`config.mk`:
```
export PLATFORM = sky130hd
export DESIGN_NAME = fetch_unit
export DESIGN_NICKNAME = d
export VERILOG_FILES = /design/src/rtl/cpu_pkg.sv /design/src/rtl/branch_resolve.sv /design/src/rtl/fetch_unit.sv
export SDC_FILE = /design/constraint.sdc
export NUM_CORES = 1
export LEC_CHECK = 0
export ABC_AREA = 1
export CORE_ASPECT_RATIO = 1.25
export CORE_MARGIN = 10
export CORE_UTILIZATION = 49
export DETAILED_ROUTE_END_ITERATION = 10
export MAX_ROUTING_LAYER = met4
export PLACE_DENSITY = 0.83
export REMOVE_ABC_BUFFERS = 1
export SKIP_CTS_REPAIR_TIMING = 1
export SYNTH_ARGS = -nofsm -noshare
export SYNTH_HDL_FRONTEND = slang
export SYNTH_SLANG_ARGS = --single-unit
export TNS_END_PERCENT = 30
```
`constraint.sdc`:
```
create_clock -name clk -period 8.3 [get_ports clk]
set_clock_uncertainty 0.05 [all_clocks]
set_input_delay 1.66 -clock clk [delete_from_list [all_inputs] [get_ports clk]]
set_output_delay 1.66 -clock clk [all_outputs]
set_load 0.01 [all_outputs]
```
`src/rtl/cpu_pkg.sv`:
```
// cpu_pkg: jump codes, reset/bubble constants and fetch FSM encoding shared by fetch and decode
package cpu_pkg;
  localparam logic [3:0] NPC = 4'd0;
  localparam logic [3:0] OFFPC = 4'd1;
  localparam logic [3:0] NEQ = 4'd2;
  localparam logic [3:0] EQ = 4'd3;
  localparam logic [3:0] SLT = 4'd4;
  localparam logic [3:0] ULT = 4'd5;
  localparam logic [3:0] JALR = 4'd6;
  localparam logic [31:0] RESET_PC = 32'h0000_3000;
  localparam logic [31:0] NOP_INST = 32'h0000_0000;
  typedef enum logic [1:0] {IDLE, FETCH, WAIT, HOLD} fetch_state_t;
endpackage

```
`src/rtl/branch_resolve.sv`:
```
// branch_resolve: combinational next-pc from jump code and operands (pc, imm, alu_result, rs1/rs2, jump_ctrl -> next_pc)
module branch_resolve import cpu_pkg::*; (
  input logic [31:0] pc,
  input logic [31:0] imm,
  input logic [31:0] alu_result,
  input logic [31:0] rs1_data,
  input logic [31:0] rs2_data,
  input logic [3:0] jump_ctrl,
  output logic [31:0] next_pc
);
  logic taken;
  logic [31:0] target;
  always_comb begin
    taken = jump_ctrl == OFFPC ||
      (jump_ctrl == EQ && rs1_data == rs2_data) ||
      (jump_ctrl == NEQ && rs1_data != rs2_data) ||
      (jump_ctrl == SLT && $signed(rs1_data) < $signed(rs2_data)) ||
      (jump_ctrl == ULT && rs1_data < rs2_data);
    target = jump_ctrl == JALR ? alu_result : taken ? pc + imm : pc + 32'd4;
    next_pc = target & ~32'd3;
  end
endmodule

```
`src/rtl/fetch_unit.sv`:
```
// fetch_unit: pc register, single-outstanding imem req/ack fetch, retire-driven next-pc update and instret counter
module fetch_unit import cpu_pkg::*; #(
  parameter logic [31:0] RESET_PC = cpu_pkg::RESET_PC,
  parameter logic [31:0] NOP_INST = cpu_pkg::NOP_INST
) (
  input logic clk,
  input logic rst,
  output logic imem_req,
  output logic [31:0] imem_addr,
  input logic imem_ack,
  input logic [31:0] imem_rdata,
  output logic [31:0] inst,
  output logic inst_valid,
  output logic [31:0] pc,
  output logic [31:0] pc_plus4,
  input logic retire,
  input logic [3:0] jump_ctrl,
  input logic [31:0] imm,
  input logic [31:0] alu_result,
  input logic [31:0] rs1_data,
  input logic [31:0] rs2_data,
  output logic [31:0] instret
);
  fetch_state_t state, state_next;
  logic capture, retire_ok;
  logic [31:0] next_pc;
  branch_resolve u_br (
    .pc(pc),
    .imm(imm),
    .alu_result(alu_result),
    .rs1_data(rs1_data),
    .rs2_data(rs2_data),
    .jump_ctrl(jump_ctrl),
    .next_pc(next_pc)
  );
  assign imem_req = state == FETCH || state == WAIT;
  assign imem_addr = pc;
  assign inst_valid = state == HOLD;
  assign pc_plus4 = pc + 32'd4;
  assign capture = imem_req && imem_ack;
  assign retire_ok = state == HOLD && retire;
  always_comb begin
    state_next = state == IDLE ? FETCH :
                 imem_req ? (imem_ack ? HOLD : WAIT) :
                 retire_ok ? FETCH : state;
  end
  always_ff @(posedge clk or posedge rst) begin
    if (rst) begin
      state <= IDLE;
      pc <= RESET_PC;
      inst <= NOP_INST;
      instret <= 32'd0;
    end else begin
      state <= state_next;
      if (capture) inst <= imem_rdata;
      else if (retire_ok) begin
        inst <= NOP_INST;
        pc <= next_pc;
        instret <= instret + 32'd1;
      end
    end
  end
endmodule

```
==> impl_metrics.py, run 1 <==
metrics = {
    "power_and_ir_drop": {
        "power_density_nw_per_um2": 297,
        "ir_worst_vdd_mv": 0.201,
        "p_leak_nw": 6.33,
        "total_power_w": 0.00365,
    },
    "die": {
        "pin_count": 330,
        "rows": 54,
        "core_sq_um": 17600,
        "dieArea_sq_um": 23800,
        "die_w_microns": 140,
        "start_util_pct": 50.3,
        "die_h_microns": 170,
    },
    "global_route": {
        "globalRoute.totalOverflow": 0,
        "antenna_found_initial": 0,
        "grt_pass1_vias": 9923,
        "grt_pass1_wl_microns": 53000,
        "grt_usage_pct": 28.4,
        "grt_max_degree": 55,
    },
    "logic_synthesis": {
        "synth_top_family_by_area": "simple AND/OR/NAND/NOR gates",
        "syn_avg_cell_area_sq_um": 6.66,
        "ys_async_sr_fraction_pct": 100,
        "muxShareOfSynthArea_pct": 0,
        "synth_edf_count": 0,
        "synth_compound_area_share_pct": 7.45,
        "syn_area_sq_um": 8840,
        "synth_top_area_share_pct": 26.6,
        "synth_top_area_cell": "dfrtp_1",
        "synthSimpleGateAreaFrac_pct": 34.3,
        "synth_seq_area_share_pct": 27.2,
        "ys.flop_type": "dfrtp_1",
        "synthCells": 1328,
        "synthDistinctLibCells": 41,
        "synth.area.top_cells": "dfrtp_1 27%, nand2_1 13%, nand3_1 10%",
        "synthXorXnorAreaFrac_pct": 7.13,
        "synth-adder-area-share_pct": 9.43,
        "yosysWarnings": 0,
        "ys_ff_latch": 96,
    },
    "timing": {
        "slew_headroom_pct": 54.5,
        "max_slew.worst_pin.slew_ns": 0.681,
        "fmax_mhz": 210,
        "finalSetupViolations": 0,
        "slew_viol_final": 0,
        "final-hold-violation-count": 0,
        "final.setup.tns_ns": 0,
        "post-route-min-period_ns": 4.77,
        "fin_crit_sh_pct": 57.5,
        "rsz0062_at_grt": "no",
    },
    "layout": {
        "drive_gt1_share_pct": 3.80,
        "final_util_pct": 69.8,
        "antenna_cells": 0,
        "area_delta_synth_final_pct": 38.7,
        "stdcell_count": 1828,
        "final_cell_area_sq_um": 12300,
        "fin_nets": 1833,
    },
    "drt": {
        "first_pass_iters": 6,
        "vias": 9710,
        "finalWirelength_microns": 34000,
        "wl_per_cell_microns": 18.6,
        "dr.first_iter.drc_count": 563,
        "ant_nets": 0,
        "drcViolationCount": 0,
        "vias_per_cell": 5.31,
    },
    "setup_path": {
        "cp-start-kind": "register",
        "path_buf_inv": 1,
        "crit_arrival_ns": 3.06,
        "crit_family": "simple AND/OR/NAND/NOR gates",
        "crit_required_ns": 6.59,
        "max_stage_delay_ns": 0.59,
        "cp-end-kind": "output pin",
        "cp_slowest_cell": "clkdlybuf4s50_1",
        "critical_path.cell_chain": "nand2_1 -> nor2_1 -> nand2_1 -> nor2_1 -> nand2_1 -> nor2_1 -> nand3_1 -> xnor2_1 -> clkdlybuf4s50_1",
        "critical_path_class": "register to output pin",
        "path_max_fanout": 7,
    },
    "place": {
        "place_congestion": 1.01,
        "io_buffers": 319,
        "postPlaceCellArea_sq_um": 12000,
        "place_hpwl_microns": 27000,
        "dp.cells": 1812,
    },
    "clock_network": {
        "clockBufferDepth": 2,
        "clock_sinks": 96,
        "h-tree-depth": 3,
        "cts_buffers": 9,
        "cts_tree": "done",
        "clock_latency_ns": 0.36,
        "root_buffer": "clkbuf_16",
        "path_clk_slew_ns": 0.08,
    },
    "flow_run": {
        "max_cap_viol_count": 0,
    },
    "status": {
        "outcome": "finished clean",
    },
    "min_path": {
        "hp-class": "register to register",
    },
}
[worst paths after layout]
path | from | endpoint | slack [ns] | cells after the start
max | imem_addr[7]$_DFFE_PP0P_ | pc_plus4[27] | 3.53 | 9
min | instret[31]$_DFFE_PP0P_ | instret[31]$_DFFE_PP0P_ | 0.43 | 1
max reg2reg | state[0]$_DFFE_PP0P_ | instret[29]$_DFFE_PP0P_ | 5.24 | 15
min reg2reg | instret[31]$_DFFE_PP0P_ | instret[31]$_DFFE_PP0P_ | 0.43 | 1
max in group asynchronous | rst | imem_addr[4]$_DFFE_PP0P_ | 5.40 | 3
min in group asynchronous | rst | instret[0]$_DFFE_PP0P_ | 1.69 | 2
[layout make-up]
type / instances / area [sq um]
clock buffers: 10 / 229
clock inverters: 6 / 57.6
fillers: 1531 / 5310
inverters: 223 / 840
multi-input cells: 941 / 5180
flip-flops and latches: 96 / 2400
well taps: 224 / 280
repair buffers: 328 / 3260
[registers in the layout, indices dropped and copies added (netlist names)]
name and cells:
imem_addr 30, state 2, instret 32, inst 32
[logic make-up (layout without fill, tap and decap cells)]
family,after synthesis,in the layout
other,1,6
buffers and inverters,296,567
xor gates and xnor gates,72,72
DFF,96,96
and+or+nand+nor,672,672
AOI/OAI and AO/OA,125,125
adders and majority gates,66,66
[synth_stat cells (2+ instances only)]
library cell / count
nor3_1: 21
xor2_1: 57
o21bai_1: 3
o21a_1: 4
xnor2_1: 15
a21oi_1: 77
nor2_2: 2
nand3b_1: 2
nor2_1: 111
dfstp_2: 2
inv_1: 219
buf_6: 2
nor2_4: 4
nand2_2: 8
nor4_1: 8
inv_2: 4
buf_1: 2
nand3_2: 2
nand2_1: 295
buf_4: 36
o21ai_0: 34
nor3b_2: 2
buf_2: 10
nor3_2: 3
dfrtp_1: 94
clkbuf_1: 23
ha_1: 65
or2_2: 2
nand3_1: 184
nor3_4: 3
a21o_1: 3
nand4_1: 22
[per-stage QoR]
stage	hold slack (ns)	setup WS, ns
after CTS	0.428	3.57
after detailed placement	0.410	3.57
after global placement	0.411	3.69
final	0.431	3.53
after global routing	0.448	3.31
after floorplan	0.454	3.83
[report_power, final]
| group | total, W | internal [W] | switching [W] |
|---|---|---|---|
| Clock | 0.000432 | 0.000212 | 0.000220 |
| Sequential | 0.000838 | 0.000619 | 0.000219 |
| Combinational | 0.00238 | 0.00104 | 0.00134 |
[per-layer routing]
metal / GRT usage, % / routed length, microns
met5: - / 0
met4: 6.65 / 574
met3: 6.91 / 2700
met2: 50.1 / 17500
met1: 31.6 / 13200
[cells in the final DEF, fill, tap and decap left out, types with 4 or more instances in the layout]
master and n:
inv_1 218, ha_1 65, nand2_2 8, xor2_1 57
buf_4 9, o21ai_0 34, nand3_1 184, nor4_1 8
dfrtp_1 94, nor2_2 4, nor2_4 4, inv_2 4
xnor2_1 15, nor2_1 109, nor3_1 21, nand2_1 295
clkdlybuf4s50_1 319, o21a_1 4, a21oi_1 77, conb_1 6
clkbuf_16 9, nand4_1 22
Note: power is estimated with default switching activity, not from simulation.
==> run 2, diff against run 1 <==
CORE_UTILIZATION = 46   (was 49)
PLACE_DENSITY = 0.79   (was 0.83)
clock period = 5 ns   (was 8.3 ns; I/O delays follow)
==> run 2 against run 1 <==
Effect of this change: clock power increased by 63%; sequential power increased by 66%; first-iteration DRC count fell by 21%; register-to-register slack got worse by 3.3 ns; largest power group unchanged; via count decreased by 1.6%; cell count is 0.77% higher; critical endpoint is now pc_plus4[30]; power grew 66%; sequential share of layout area shrank 0.092 points; highest routed layer unchanged.
==> impl_metrics.py, run 2 (same netlist as run 1, synthesis figures left out) <==
metrics = {
    "status": {
        "outcome": "finished clean",
    },
    "drt": {
        "ant_nets": 0,
        "vias": 9555,
        "wl_per_cell_microns": 17.8,
        "vias_per_cell": 5.19,
        "dr.first_iter.drc_count": 447,
        "finalWirelength_microns": 32900,
        "first_pass_iters": 6,
        "drcViolationCount": 0,
    },
    "layout": {
        "multi_input_area_sq_um": 5180,
        "seqCellArea_sq_um": 2400,
        "area_delta_synth_final_pct": 39.3,
        "fin_nets": 1838,
        "final_common_cell": "clkdlybuf4s50_1",
        "final_cell_mix": "319 x clkdlybuf4s50_1, 295 x nand2_1, 218 x inv_1",
        "drive_gt1_share_pct": 4.10,
        "fillers": 1755,
    },
    "power_and_ir_drop": {
        "combPwrFrac_pct": 65.4,
        "ir_worst_vdd_mv": 0.304,
        "clockPowerShare_pct": 11.7,
        "power_frac_seq_pct": 23.0,
        "sw_frac_of_total_pct": 48.3,
        "internal_power_w": 0.00312,
        "total_power_w": 0.00604,
        "p_leak_nw": 6.36,
        "power_density_nw_per_um2": 490,
        "switchingPower_w": 0.00291,
    },
    "place": {
        "place_congestion": 0.990,
        "io_buffers": 319,
        "place_hpwl_microns": 27100,
    },
    "timing": {
        "finalSetupViolations": 0,
        "fmax_mhz": 251,
        "slew_viol_final": 0,
        "post-route-min-period_ns": 3.98,
        "rsz0062_at_grt": "no",
        "slew_headroom_pct": 36.8,
        "fin_crit_sh_pct": 79.6,
        "final.setup.tns_ns": 0,
        "max_slew.worst_pin.slew_ns": 0.947,
        "final-hold-violation-count": 0,
    },
    "setup_path": {
        "rr_worst_depth": 9,
        "path_max_fanout": 6,
        "cp-end-kind": "output pin",
        "critical_path_class": "register to output pin",
        "crit_arrival_ns": 2.93,
        "crit_required_ns": 3.95,
        "cp-start-kind": "register",
    },
    "die": {
        "dieArea_sq_um": 25200,
        "rows": 56,
        "die_h_microns": 175,
        "pin_count": 330,
        "start_util_pct": 46.9,
        "core_sq_um": 18800,
        "die_w_microns": 144,
    },
    "min_path": {
        "hp-class": "register to register",
        "hold_depth": 1,
    },
    "global_route": {
        "grt_max_degree": 74,
        "grt_usage_pct": 25.9,
        "globalRoute.totalOverflow": 0,
        "grt_pass1_wl_microns": 50400,
        "grt_pass1_vias": 9430,
        "antenna_found_initial": 1,
    },
    "clock_network": {
        "root_buffer": "clkbuf_16",
        "path_clk_slew_ns": 0.08,
        "clock_sinks": 96,
        "cts_tree": "done",
        "h-tree-depth": 3,
        "cts_buffers": 9,
        "clock_latency_ns": 0.36,
        "clockBufferDepth": 2,
    },
    "flow_run": {
        "max_cap_viol_count": 0,
    },
}
## run 2: critical path: stages (launching register included)
cell and delay (ns):
dfstp_2 0.63, inv_1 0.09, nor4_1 0.50, nand2_1 0.11, nor2_1 0.20, nand2_1 0.15
xnor2_1 0.30, clkdlybuf4s50_1 0.61
## run 2: power groups by stage
stage / combinational [W] / clock [W] / sequential [W]
6_report: 0.00395 / 0.000704 / 0.00139
5_1_grt: 0.00434 / 0.000744 / 0.00143
4_1_cts: 0.00395 / 0.000720 / 0.00138
3_5_place_dp: 0.00393 / 0 / 0.00139
3_3_place_gp: 0.00390 / 0 / 0.00139
2_1_floorplan: 0.00201 / 0 / 0.00145
## run 2: layout make-up
class	instances	share of cell area (%)
clock buffer	10	1.86
antenna	1	0.0203
clock inverter	6	0.528
tap	232	2.36
multi-input combinational	941	42.1
timing repair buffer	333	26.8
inverter	223	6.82
sequential	96	19.5
## run 2: per-layer routing
layer	vias up	part of all wire [%]	global-route usage, %
met1	4458	39	29.1
met5	-	0	-
met2	322	51	45.1
met3	35	7.9	6.29
met4	0	1.7	5.88
li1	4740	-	-
## run 2: final timing paths
| check | slack (ns) | end | startpoint |
|---|---|---|---|
| worst max-delay path | 1.02 | pc_plus4[30] | imem_addr[13]$_DFFE_PP1P_ |
| worst min-delay path | 0.43 | instret[31]$_DFFE_PP0P_ | instret[31]$_DFFE_PP0P_ |
| worst max register to register | 1.94 | imem_addr[10]$_DFFE_PP0P_ | state[0]$_DFFE_PP0P_ |
| worst min register to register | 0.43 | instret[31]$_DFFE_PP0P_ | instret[31]$_DFFE_PP0P_ |
| max in group asynchronous | 2.86 | inst[9]$_DFFE_PP0P_ | rst |
| min in group asynchronous | 1.17 | instret[24]$_DFFE_PP0P_ | rst |
## run 2: stage by stage
step | setup slack (ns) | util (%) | instances | cell area [sq um] | hold slack, ns
floorplan | 1.19 | - | 1260 | 8420 | 0.454
CTS | 0.999 | 65.3 | 1841 | 12300 | 0.433
finish | 1.02 | 65.3 | 1842 | 12300 | 0.433
global route | 0.768 | 65.3 | 1842 | 12300 | 0.442
detailed placement | 1.12 | 63.8 | 1825 | 12000 | 0.415
global placement | 1.12 | 63.8 | 1825 | 12000 | 0.408
==> run 3, diff against run 2 <==
clock period = 3.97 ns   (was 5 ns; I/O delays follow)
==> run 3 against run 2 <==
Effect of this change: die area is the same; clock-buffer cell count is the same; cell area grew 0.17%; wire length grew 1.0%; highest routed layer unchanged.
==> impl_metrics.py, run 3 (same netlist as run 1, synthesis figures left out) <==
metrics = {
    "power_and_ir_drop": {
        "total_power_w": 0.00758,
        "power_density_nw_per_um2": 615,
        "ir_worst_vdd_mv": 0.359,
        "p_leak_nw": 6.36,
    },
    "global_route": {
        "grt_usage_pct": 26.5,
        "globalRoute.totalOverflow": 0,
        "grt_max_degree": 57,
        "antenna_found_initial": 1,
        "grt_pass1_wl_microns": 51200,
        "grt_pass1_vias": 9592,
    },
    "die": {
        "rows": 56,
        "die_w_microns": 144,
        "die_h_microns": 175,
        "pin_count": 330,
        "start_util_pct": 46.9,
        "core_sq_um": 18800,
        "dieArea_sq_um": 25200,
    },
    "setup_path": {
        "path_max_fanout": 7,
        "rr_worst_depth": 12,
        "cp-end-kind": "output pin",
        "crit_family": "simple AND/OR/NAND/NOR gates",
        "r2r_start": "imem_addr[11]$_DFFE_PP0P_",
        "r2r_end": "imem_addr[19]$_DFFE_PP0P_",
        "critical_path.cell_chain": "nand2_1 -> nor2_1 -> nand2_1 -> nor2_1 -> nand2_1 -> nor2_1 -> nand3_1 -> xnor2_1 -> clkdlybuf4s50_1",
        "cp-start-kind": "register",
        "critical_path_class": "register to output pin",
        "crit_required_ns": 3.13,
        "max_stage_delay_ns": 0.59,
        "crit_arrival_ns": 2.92,
        "reg2reg_slack_ns": 1.21,
        "path_buf_inv": 1,
        "cp_slowest_cell": "clkdlybuf4s50_1",
    },
    "timing": {
        "max_slew.worst_pin.slew_ns": 0.632,
        "fin_crit_sh_pct": 94.9,
        "fmax_mhz": 265,
        "post-route-min-period_ns": 3.77,
        "final.setup.tns_ns": 0,
        "slew_viol_final": 0,
        "rsz0062_at_grt": "no",
        "finalSetupViolations": 0,
        "slew_headroom_pct": 57.4,
        "fin_ws_ns": 0.201,
        "final-hold-violation-count": 0,
    },
    "clock_network": {
        "clock_latency_ns": 0.35,
        "path_clk_slew_ns": 0.07,
        "clock_sinks": 96,
        "cts_tree": "done",
        "root_buffer": "clkbuf_16",
        "clockBufferDepth": 2,
        "cts_buffers": 9,
        "h-tree-depth": 3,
    },
    "min_path": {
        "hp-start": "instret[31]$_DFFE_PP0P_",
        "hp-class": "register to register",
        "min_to": "instret[31]$_DFFE_PP0P_",
        "hold_depth": 1,
    },
    "status": {
        "outcome": "finished clean",
    },
    "drt": {
        "wl_per_cell_microns": 18.0,
        "finalWirelength_microns": 33200,
        "vias_per_cell": 5.18,
        "dr.first_iter.drc_count": 530,
        "vias": 9565,
        "ant_nets": 0,
        "drcViolationCount": 0,
        "first_pass_iters": 5,
    },
    "place": {
        "postPlaceCellArea_sq_um": 12100,
        "io_buffers": 319,
        "place_hpwl_microns": 27100,
        "place_congestion": 0.981,
        "dp_slack_ns": 0.469,
    },
    "layout": {
        "final_cell_mix": "319 x clkdlybuf4s50_1, 295 x nand2_1, 218 x inv_1",
        "fillers": 1741,
        "drive_gt1_share_pct": 4.28,
        "fin_nets": 1841,
        "final_common_cell": "clkdlybuf4s50_1",
        "final_cell_area_sq_um": 12300,
        "area_delta_synth_final_pct": 39.5,
        "final_util_pct": 65.4,
    },
    "flow_run": {
        "max_cap_viol_count": 0,
    },
}
[run 3: cell type report]
| type | instances | area, sq um | share of cell area, % |
|---|---|---|---|
| diodes | 1 | 2.50 | 0.0203 |
| clock buffers | 10 | 229 | 1.86 |
| clock inverters | 6 | 51.3 | 0.416 |
| inverters | 223 | 840 | 6.81 |
| multi-input cells | 941 | 5180 | 42.0 |
| flip-flops and latches | 96 | 2400 | 19.5 |
| well taps | 232 | 290 | 2.35 |
| repair buffers | 336 | 3330 | 27.0 |
[run 3: worst register-to-register path, cell delays in order, from the launching register on]
cell and delay, ns:
dfrtp_1 0.44, buf_4 0.19, ha_1 0.39, nand2_1 0.14
nor2_1 0.21, nand2_1 0.07, o21ai_0 0.53, nand2_1 0.10
nand2_1 0.13, xor2_1 0.18, nand2_1 0.08, nand3_1 0.09
a21oi_1 0.07
[run 3: per-layer routing]
layer | track usage, % | routed length (microns) | vias to the layer above | part of all wire, %
met5 | - | 0 | - | 0
met4 | 7.80 | 856 | 0 | 2.6
met3 | 7.41 | 2990 | 46 | 9.0
met2 | 45.5 | 16700 | 387 | 50
met1 | 28.9 | 12700 | 4373 | 38
li1 | - | - | 4759 | -
[run 3: report_power, final]
| part | total, W | switching (W) | internal [W] |
|---|---|---|---|
| Clock | 0.000878 | 0.000441 | 0.000437 |
| Combinational | 0.00498 | 0.00278 | 0.00220 |
| Sequential | 0.00172 | 0.000429 | 0.00130 |
| Total | 0.00758 | 0.00365 | 0.00394 |
[run 3: worst max path at each step]
stage                                 to                      from  cells after the start
4_1_cts                     pc_plus4[27]  imem_addr[8]$_DFFE_PP0P_                      9
3_3_place_gp   imem_addr[23]$_DFFE_PP0P_              rs2_data[31]                     16
3_5_place_dp   imem_addr[23]$_DFFE_PP0P_              rs2_data[31]                     16
2_1_floorplan  imem_addr[10]$_DFFE_PP0P_              jump_ctrl[2]                      9
6_report                    pc_plus4[27]  imem_addr[8]$_DFFE_PP0P_                      9
5_1_grt                     pc_plus4[27]  imem_addr[4]$_DFFE_PP0P_                      9
[run 3: per-stage QoR]
step                hold WS (ns)  std cells
floorplan                  0.454       1260
global route               0.447       1845
detailed placement         0.411       1828
finish                     0.427       1845
CTS                        0.432       1844
global placement           0.408       1828
